==> src/rtl/urate_bitstream_decoder.sv <==
// urate_bitstream_decoder
// Receive end of the unary-rate link: counts ones over a window of
// 2^winQ enabled samples and returns the ones rate as a WIDTH-bit
// fraction (result/2^WIDTH == ones rate). Results wait behind a
// valid/ready handshake until the consumer takes them.
module urate_bitstream_decoder #(
   parameter int WIDTH    = 16,
   parameter int LOGWIDTH = 4
) (
   input  logic                clk,
   input  logic                rst_n,
   input  logic                start,
   input  logic [LOGWIDTH:0]   winLog,
   input  logic                enable,
   input  logic                bitIn,
   output logic                busy,
   output logic                resValid,
   input  logic                resReady,
   output logic [WIDTH-1:0]    result
);

   typedef enum logic [1:0] {
      S_IDLE = 2'd0,
      S_RUN  = 2'd1,
      S_DONE = 2'd2
   } state_t;

   localparam logic [LOGWIDTH:0] WIN_MAX = (LOGWIDTH+1)'(WIDTH);
   localparam logic [WIDTH:0]    ONE_W   = (WIDTH+1)'(1);

   state_t              state_reg;
   state_t              state_next;
   logic [LOGWIDTH:0]   win_q_reg;
   logic [WIDTH:0]      bit_cnt_reg;
   logic [WIDTH:0]      ones_cnt_reg;
   logic [WIDTH-1:0]    result_reg;

   logic [LOGWIDTH:0]   win_clamped;
   logic [LOGWIDTH:0]   shift_amt;
   logic [WIDTH:0]      win_len;
   logic [WIDTH:0]      ones_final;
   logic [WIDTH:0]      shifted;
   logic [WIDTH-1:0]    result_sat;
   logic                load;
   logic                last_sample;

   // Window lengths beyond the fraction width are meaningless; clamp them.
   assign win_clamped = (winLog > WIN_MAX) ? WIN_MAX : winLog;

   // A new window starts from IDLE or RUN on start, and from DONE only
   // when the pending result is taken on the same edge.
   assign load = start && ((state_reg != S_DONE) || resReady);

   assign win_len     = ONE_W << win_q_reg;
   assign ones_final  = ones_cnt_reg + {{WIDTH{1'b0}}, bitIn};
   assign last_sample = (state_reg == S_RUN) && !start && enable &&
                        ((bit_cnt_reg + ONE_W) == win_len);

   // Scale the ones count up to WIDTH fraction bits; the count never
   // exceeds the window length, so the shift cannot lose bits.
   assign shift_amt = WIN_MAX - win_q_reg;
   assign shifted   = ones_final << shift_amt;

   // Only an all-ones window reaches 2^WIDTH; its low bits are then zero,
   // so OR-ing in the overflow bit yields 2^WIDTH-1.
   genvar gi;
   generate
      for (gi = 0; gi < WIDTH; gi++) begin : g_sat
         assign result_sat[gi] = shifted[gi] | shifted[WIDTH];
      end
   endgenerate

   // State register.
   always_ff @(posedge clk or negedge rst_n) begin
      if (!rst_n) begin
         state_reg <= S_IDLE;
      end else begin
         state_reg <= state_next;
      end
   end

   // Next-state logic: start always (re)opens a window, except in DONE
   // where it needs the result to be accepted in the same cycle.
   always_comb begin
      state_next = state_reg;
      unique case (state_reg)
         S_IDLE: begin
            if (start) state_next = S_RUN;
         end
         S_RUN: begin
            if (start)            state_next = S_RUN;
            else if (last_sample) state_next = S_DONE;
         end
         S_DONE: begin
            if (resReady) state_next = start ? S_RUN : S_IDLE;
         end
         default: state_next = S_IDLE;
      endcase
   end

   // Output decode: busy while counting, valid while a result is held.
   always_comb begin
      busy     = (state_reg == S_RUN);
      resValid = (state_reg == S_DONE);
      result   = result_reg;
   end

   // Datapath: capture the window on load, count enabled samples in RUN,
   // latch the scaled fraction on the final sample.
   always_ff @(posedge clk or negedge rst_n) begin
      if (!rst_n) begin
         win_q_reg    <= '0;
         bit_cnt_reg  <= '0;
         ones_cnt_reg <= '0;
         result_reg   <= '0;
      end else if (load) begin
         win_q_reg    <= win_clamped;
         bit_cnt_reg  <= '0;
         ones_cnt_reg <= '0;
      end else if ((state_reg == S_RUN) && enable) begin
         bit_cnt_reg  <= bit_cnt_reg + ONE_W;
         ones_cnt_reg <= ones_final;
         if (last_sample) begin
            result_reg <= result_sat;
         end
      end
   end

endmodule

==> config.mk <==
export PLATFORM = sky130hd
export DESIGN_NAME = urate_bitstream_decoder
export DESIGN_NICKNAME = d
export VERILOG_FILES = /design/src/rtl/urate_bitstream_decoder.sv
export SDC_FILE = /design/constraint.sdc
export NUM_CORES = 1
export LEC_CHECK = 0
export ABC_AREA = 1
export BUFFER_PORTS_ARGS = -buffer_cell sky130_fd_sc_hd__clkbuf_2
export CAP_MARGIN = 20
export CORE_AREA = 2 2 114 116
export CTS_CLUSTER_DIAMETER = 40
export DETAILED_ROUTE_END_ITERATION = 8
export DIE_AREA = 0 0 116 118
export SLEW_MARGIN = 40
export SYNTH_ARGS = -nofsm -noshare
export SYNTH_HDL_FRONTEND = slang
export SYNTH_SLANG_ARGS = --single-unit
==> constraint.sdc <==
create_clock -name clk -period 3.5 [get_ports clk]
set_input_delay 0.35 -clock clk [delete_from_list [all_inputs] [get_ports clk]]
set_output_delay 0.35 -clock clk [all_outputs]
set_load 0.01 [all_outputs]
* Word level (Yosys, flattened, before mapping)
Cells that the tools add are included.
Storage, ports and cells: register bits 57, logic and storage cells 57, output and inout bits 18
Operators by class: reduce and logical (&&, ||, !) cells 11, shifts and indexed selects 2, eq/ne operators 7, mux-type cells 11, add/sub/neg operators 3, bitwise gates (word level) 17, $lt $le $gt $ge 1
Operators with widths (number):
- 17-bit 2-to-1 mux | 4
- 17-bit by 1-bit adder with 17-bit output | 1
- 17-bit by 1-bit adder with 17-bit output, second input constant | 1
- 17-bit == test | 1
- 1-bit by 5-bit left shift with 17-bit output, first input constant | 1
- 17-bit by 5-bit left shift with 17-bit output | 1
- 1-bit bitwise OR | 16
- 2-bit 2-to-1 mux | 4
- 2-bit one-hot mux with 3 select lines | 1
- 3-bit AND reduction | 2
- 5-bit greater-than comparator, second input constant | 1
- 1-bit logical AND | 5
- 5-bit 2-to-1 mux | 1
- 5-bit subtractor, first input constant | 1
- 2-bit inequality test, second input constant | 2
- 3-bit by 2-bit inequality test with 1-bit output, second input constant | 1
- 2-bit by 1-bit == test with 1-bit output, second input constant | 1
- 2-bit == test, second input constant | 1
- 2-bit zero test | 1
- 2-bit by 1-bit inequality test with 1-bit output, second input constant | 1
- 2-bit nonzero test | 1
- 1-bit zero test | 1
- 1-bit logical OR | 1
- 1-bit 2-to-1 mux | 1
- 1-bit NOT | 1

* Longest topological paths before layout
word-level depth 7, mapped depth 21, gate-level depth less buffers 17

* Worst setup path after synthesis
Ideal clock, no wire load.
path type register to register, start register win_q_reg[0], end register result_reg[14] (netlist: result[14]), data arrival time 2.481 ns, stages on the path, launching flop included 19, slack 0.902 ns, library setup time 0.117 ns, path buffers 5, data required time 3.383 ns, cell sequence dfrtp_1 buf_2 inv_1 buf_2 buf_2 ha_1 clkbuf_1 clkinv_1 nand3_1 nand2_1 nand2_1 nand2_1 nand2_1 nand2_1 nand2_2 buf_4 nand3_1 nand2_1 nand2_1
On the way: longest elaborated chain between the ends 4, elaborated cells on any way between the ends 7, those cells by class add/sub (1); eq/ne (1); shift (2); bitwise (1); reduce/logical (2)
Ends and longest elaborated chain:
- start: declaration | RTL line 33 | logic [LOGWIDTH:0] win_q_reg;
- start signal: assignment | RTL line 117 | win_q_reg <= win_clamped;
- parallel branches: the longest is 4 deep, another holds 5-bit subtractor
- end signal: assignment | RTL line 124 | result_reg <= result_sat;
- end: declaration | RTL line 36 | logic [WIDTH-1:0] result_reg;
Parallel ways; which one is timed is not known. A chain may end at the register's enable or synchronous reset.

* Worst setup path in the final report
start register win_q_reg[0], end register result_reg[13] (netlist: result[13])
Same word-level chain as after synthesis.

==> run summary <==
The run finished with clean final reports. The worst-case hold slack is 0.0913 ns. The top-level port count is 29. The worst register-to-register path has a setup slack of 0.47 ns.

Summed over all nets, the switching power comes to 832 uW. For this run, the detailed router's first-pass iteration total came to 5. For this run, the share of the core covered by cells in the final layout is 43.2%.

CTS saw 57 sinks. Of the total synthesized cell area, the portion taken by AND, OR, NAND and NOR gates is 45.8%. The initial core utilization came out at 38.1%. The synthesized area is 4730 um2. The number of synthesized register bits came out at 57. The critical path contains buffers and inverters numbering 4 combined. The remaining antenna violation count after routing came out at 0. The clock latency on the worst-skew pair came out at 0.33 ns. The logic gate share of total power is 28.8%. Setup repair after global routing left no endpoint under its margin. The part of the Yosys area used for sequential elements came out at 30.2%. The worst register-to-register path ends at result[13]. In the final timing run, aggregate negative setup slack is 0 ns. Dividing the detail-routed wire length by the instance count gives 13.7 um. In this run, synthesis inferred 0 flip-flops with an integrated enable. The final worst clock skew is 0.00603 ns. Registers are responsible for 32.7% of the overall power. Gates resized during post-CTS repair numbered 0. The static leakage came out at 2.65 nW. The cell row count came out at 41. Detailed placement ended at an HPWL of 9780 um.

The post-synthesis share of cell area spent on full adders, half adders and majority gates is 2.38%. The highest ir drop seen on vdd came out at 0.425 mV. The die outline width is 116 um. The port buffer count came out at 28.

The number of antenna violations at the first check in global routing came to 0. The largest fanout on the critical path came out at 20. Broken down by cell family, the worst path's largest delay share belongs to simple AND/OR/NAND/NOR gates. TritonCTS created 9 clock buffers.

Internal power comes to 1.66 mW. The via count of the first global-routing pass is 4744. The largest net degree at the start of global routing came out at 58. Counting every instance in the synthesized netlist gives 767.

By startpoint and endpoint, the worst setup path is classified as flop to flop. The library cell appearing most often on the critical path is sky130_fd_sc_hd__nand2_1. The DRC violations left is 0. The depth of the critical timing path with buffers and inverters included is 14.

The worst setup path is captured at a flop. The root buffer cell chosen for the clock tree is sky130_fd_sc_hd__clkbuf_16. For this design the ratio of total power to cell area is 465 nW/um2. The highest attainable clock frequency came out at 0.330 GHz. After clock tree synthesis, the flow added hold-fix buffers numbering 0. In this run the critical register-to-register path is launched from win_q_reg[0]. For this run, the slowest stage of the critical path takes 0.66 ns. The buffers inserted during post-CTS setup optimization is 0.

The routed via count is 4893. The hold violation total from the final report is 0. The total nets after synthesis came out at 787. Data arrives at the worst endpoint at 3.26 ns. The count of distinct cell types in the synthesized netlist came out at 36. The fraction of synthesis flops using an asynchronous set or reset pin came out at 100%. The relative slew slack is 55.3%. TritonCTS built the clock tree.

The overall die area is 13700 um2. The compound-cell area share of the yosys netlist came out at 9.28%. The total routed wirelength came out at 13300 um. In this run, the number of DRC markers left after iteration 0 of detailed routing was 224. The worst path uses 86.7% of the clock period.

The slowest stage cell on the critical path is sky130_fd_sc_hd__ha_1. The endpoint required time on the critical path is 3.73 ns. The predominant post-synthesis flop cell is sky130_fd_sc_hd__dfrtp_1. The global placement routability congestion came out at 0.888.

The core region area came out at 12400 um2. Setup violations remaining at the end of the flow were counted as 0. The mean post-synth cell area came out at 6.17 um2. The most critical setup path has its endpoint at result[13]. The dominant combinational cell family by area after synthesis is simple AND/OR/NAND/NOR gates. The multiplexer share of the synthesized area is 0%.

Clock-pin slew was measured on the worst setup and hold paths at 0.06 ns. In the global route stage, overall resource usage came out at 20.4%. The clock passes through at most 2 buffers.

The area growth from synthesis to final layout is 13.4%. The first global-routing pass estimated 22300 um of wire. Of the cells placed in the final design, the portion with a size suffix greater than 1 is 10.7%. The clock period minus final worst setup slack came out at 3.03 ns. The share of total power consumed by net switching is 33.4%.

The floorplan step set the die height to 118 um. The share of total power dissipated in the clock network is 38.5%. The number of slew-limit violations in the final report is 0. The net count of the finished layout is 813.

The antenna diode count came out at 0. The slew at the pin with the worst max-slew slack is 0.669 ns. The start point of the critical path is win_q_reg[0].

The H-tree generated during clock tree synthesis spans 3 levels. The via-per-instance ratio is 5.05. Traced cell by cell, the critical path runs through buf_4 -> inv_1 -> ha_1 -> clkinv_1 -> nand3_1 -> nand2_1 -> nand2_1 -> nand2_1 -> nand2_1 -> nand2_1 -> nand2_2 -> nand3_1 -> nand2_1 -> inv_1. The critical path startpoint category is a flop. The yosys synthesis warning count came out at 0. The class of the worst hold path is input pin to asynchronous set/reset pin. The final global-route overflow total came out at 0. Max-cap violations in this run came to 0.

The number of cells on the worst reg-to-reg path is 14. Of the total synthesized cell area, the portion taken by XOR and XNOR cells is 1.45%.
cells in the final DEF (no fill, tap or decap), types with 2 or more instances in the layout:
| master | instances |
|---|---|
| sky130_fd_sc_hd__a21oi_1 | 11 |
| sky130_fd_sc_hd__and2_1 | 2 |
| sky130_fd_sc_hd__buf_4 | 7 |
| sky130_fd_sc_hd__bufinv_16 | 2 |
| sky130_fd_sc_hd__clkbuf_1 | 2 |
| sky130_fd_sc_hd__clkbuf_16 | 9 |
| sky130_fd_sc_hd__clkbuf_2 | 28 |
| sky130_fd_sc_hd__dfrtp_1 | 57 |
| sky130_fd_sc_hd__ha_1 | 9 |
| sky130_fd_sc_hd__inv_1 | 98 |
| sky130_fd_sc_hd__inv_2 | 13 |
| sky130_fd_sc_hd__nand2_1 | 233 |
| sky130_fd_sc_hd__nand2_2 | 4 |
| sky130_fd_sc_hd__nand3_1 | 155 |
| sky130_fd_sc_hd__nand3_2 | 3 |
| sky130_fd_sc_hd__nand4_1 | 11 |
| sky130_fd_sc_hd__nor2_1 | 56 |
| sky130_fd_sc_hd__nor2_2 | 9 |
| sky130_fd_sc_hd__nor2_4 | 4 |
| sky130_fd_sc_hd__nor3_1 | 5 |
| sky130_fd_sc_hd__o211ai_1 | 2 |
| sky130_fd_sc_hd__o21ai_0 | 27 |
| sky130_fd_sc_hd__o21ai_1 | 5 |
| sky130_fd_sc_hd__o21bai_1 | 14 |
| sky130_fd_sc_hd__o22ai_1 | 13 |
| sky130_fd_sc_hd__xor2_1 | 5 |
power by group through the flow:
stage                     Clock, mW  Combinational [mW]  Sequential, mW
after floorplan                   0               0.447           0.862
after global placement            0               0.722           0.825
after detailed placement          0               0.718           0.824
after CTS                     0.978               0.720           0.817
after global routing           1.01               0.815           0.829
final                         0.960               0.718           0.816
cell families (layout without fill, tap and decap cells):
family,Yosys count,count (layout)
DFF,57,57
and+or+nand+nor,486,486
AOI/OAI and AO/OA,75,75
xor gates and xnor gates,7,7
buffers and inverters,133,163
adders and majority gates,9,9
Yosys cell counts (2+ instances only):
master / number / area (um2)
sky130_fd_sc_hd__nand2_1: 233 / 875
sky130_fd_sc_hd__nand3_1: 155 / 776
sky130_fd_sc_hd__inv_1: 98 / 368
sky130_fd_sc_hd__dfrtp_1: 57 / 1430
sky130_fd_sc_hd__nor2_1: 56 / 210
sky130_fd_sc_hd__o21ai_0: 27 / 135
sky130_fd_sc_hd__o21bai_1: 14 / 105
sky130_fd_sc_hd__inv_2: 13 / 48.8
sky130_fd_sc_hd__o22ai_1: 13 / 81.3
sky130_fd_sc_hd__a21oi_1: 11 / 55.1
sky130_fd_sc_hd__nand4_1: 11 / 68.8
sky130_fd_sc_hd__clkbuf_1: 10 / 37.5
sky130_fd_sc_hd__ha_1: 9 / 113
sky130_fd_sc_hd__nor2_2: 9 / 56.3
sky130_fd_sc_hd__buf_2: 5 / 25.0
sky130_fd_sc_hd__nor3_1: 5 / 25.0
sky130_fd_sc_hd__o21ai_1: 5 / 25.0
sky130_fd_sc_hd__xor2_1: 5 / 43.8
sky130_fd_sc_hd__buf_1: 4 / 15.0
sky130_fd_sc_hd__nand2_2: 4 / 25.0
sky130_fd_sc_hd__nor2_4: 4 / 45.0
sky130_fd_sc_hd__nand3_2: 3 / 30.0
sky130_fd_sc_hd__and2_1: 2 / 12.5
sky130_fd_sc_hd__o211ai_1: 2 / 15.0
worst register-to-register path: stages (launching register included):
cell,delay (ns)
sky130_fd_sc_hd__dfrtp_1,0.32
sky130_fd_sc_hd__buf_4,0.22
sky130_fd_sc_hd__inv_1,0.11
sky130_fd_sc_hd__ha_1,0.66
sky130_fd_sc_hd__clkinv_1,0.54
sky130_fd_sc_hd__nand3_1,0.26
sky130_fd_sc_hd__nand2_1,0.07
sky130_fd_sc_hd__nand2_1,0.08
sky130_fd_sc_hd__nand2_1,0.06
sky130_fd_sc_hd__nand2_1,0.05
sky130_fd_sc_hd__nand2_1,0.06
sky130_fd_sc_hd__nand2_2,0.24
sky130_fd_sc_hd__nand3_1,0.14
sky130_fd_sc_hd__nand2_1,0.09
sky130_fd_sc_hd__inv_1,0.04
layout make-up:
| class | count | area [um2] |
|---|---|---|
| fill | 1326 | 7050 |
| multi-input combinational | 577 | 2790 |
| sequential | 57 | 1430 |
| inverter | 112 | 420 |
| timing repair buffer | 36 | 204 |
| clock buffer | 12 | 246 |
| clock inverter | 3 | 65.1 |
| tap | 172 | 215 |
layer usage:
metal	vias to the layer above	track usage, %	wire length [um]
met5	-	0	0
met4	0	6.47	238
met3	21	4.07	470
met2	95	35.4	6620
met1	2240	25.2	5960
li1	2537	-	-
per-stage QoR:
| stage | std cells | power (mW) | area, um2 | worst slack (ns) |
|---|---|---|---|---|
| after global placement | 954 | 1.55 | 5050 | 0.573 |
| after detailed placement | 954 | 1.54 | 5050 | 0.494 |
| after global routing | 969 | 2.65 | 5370 | 0.104 |
| final | 969 | 2.49 | 5370 | 0.466 |
| after CTS | 969 | 2.51 | 5360 | 0.500 |
| after floorplan | 767 | 1.31 | 4730 | 0.902 |
worst min-delay path by stage:
stage                                  to  cells after the start
after detailed placement        result[0]                      2
after global routing       bit_cnt_reg[9]                      2
after floorplan            bit_cnt_reg[0]                      0
after CTS                  bit_cnt_reg[9]                      2
final                     bit_cnt_reg[14]                      2
after global placement          result[0]                      2
(Power assumes the default switching activity.)
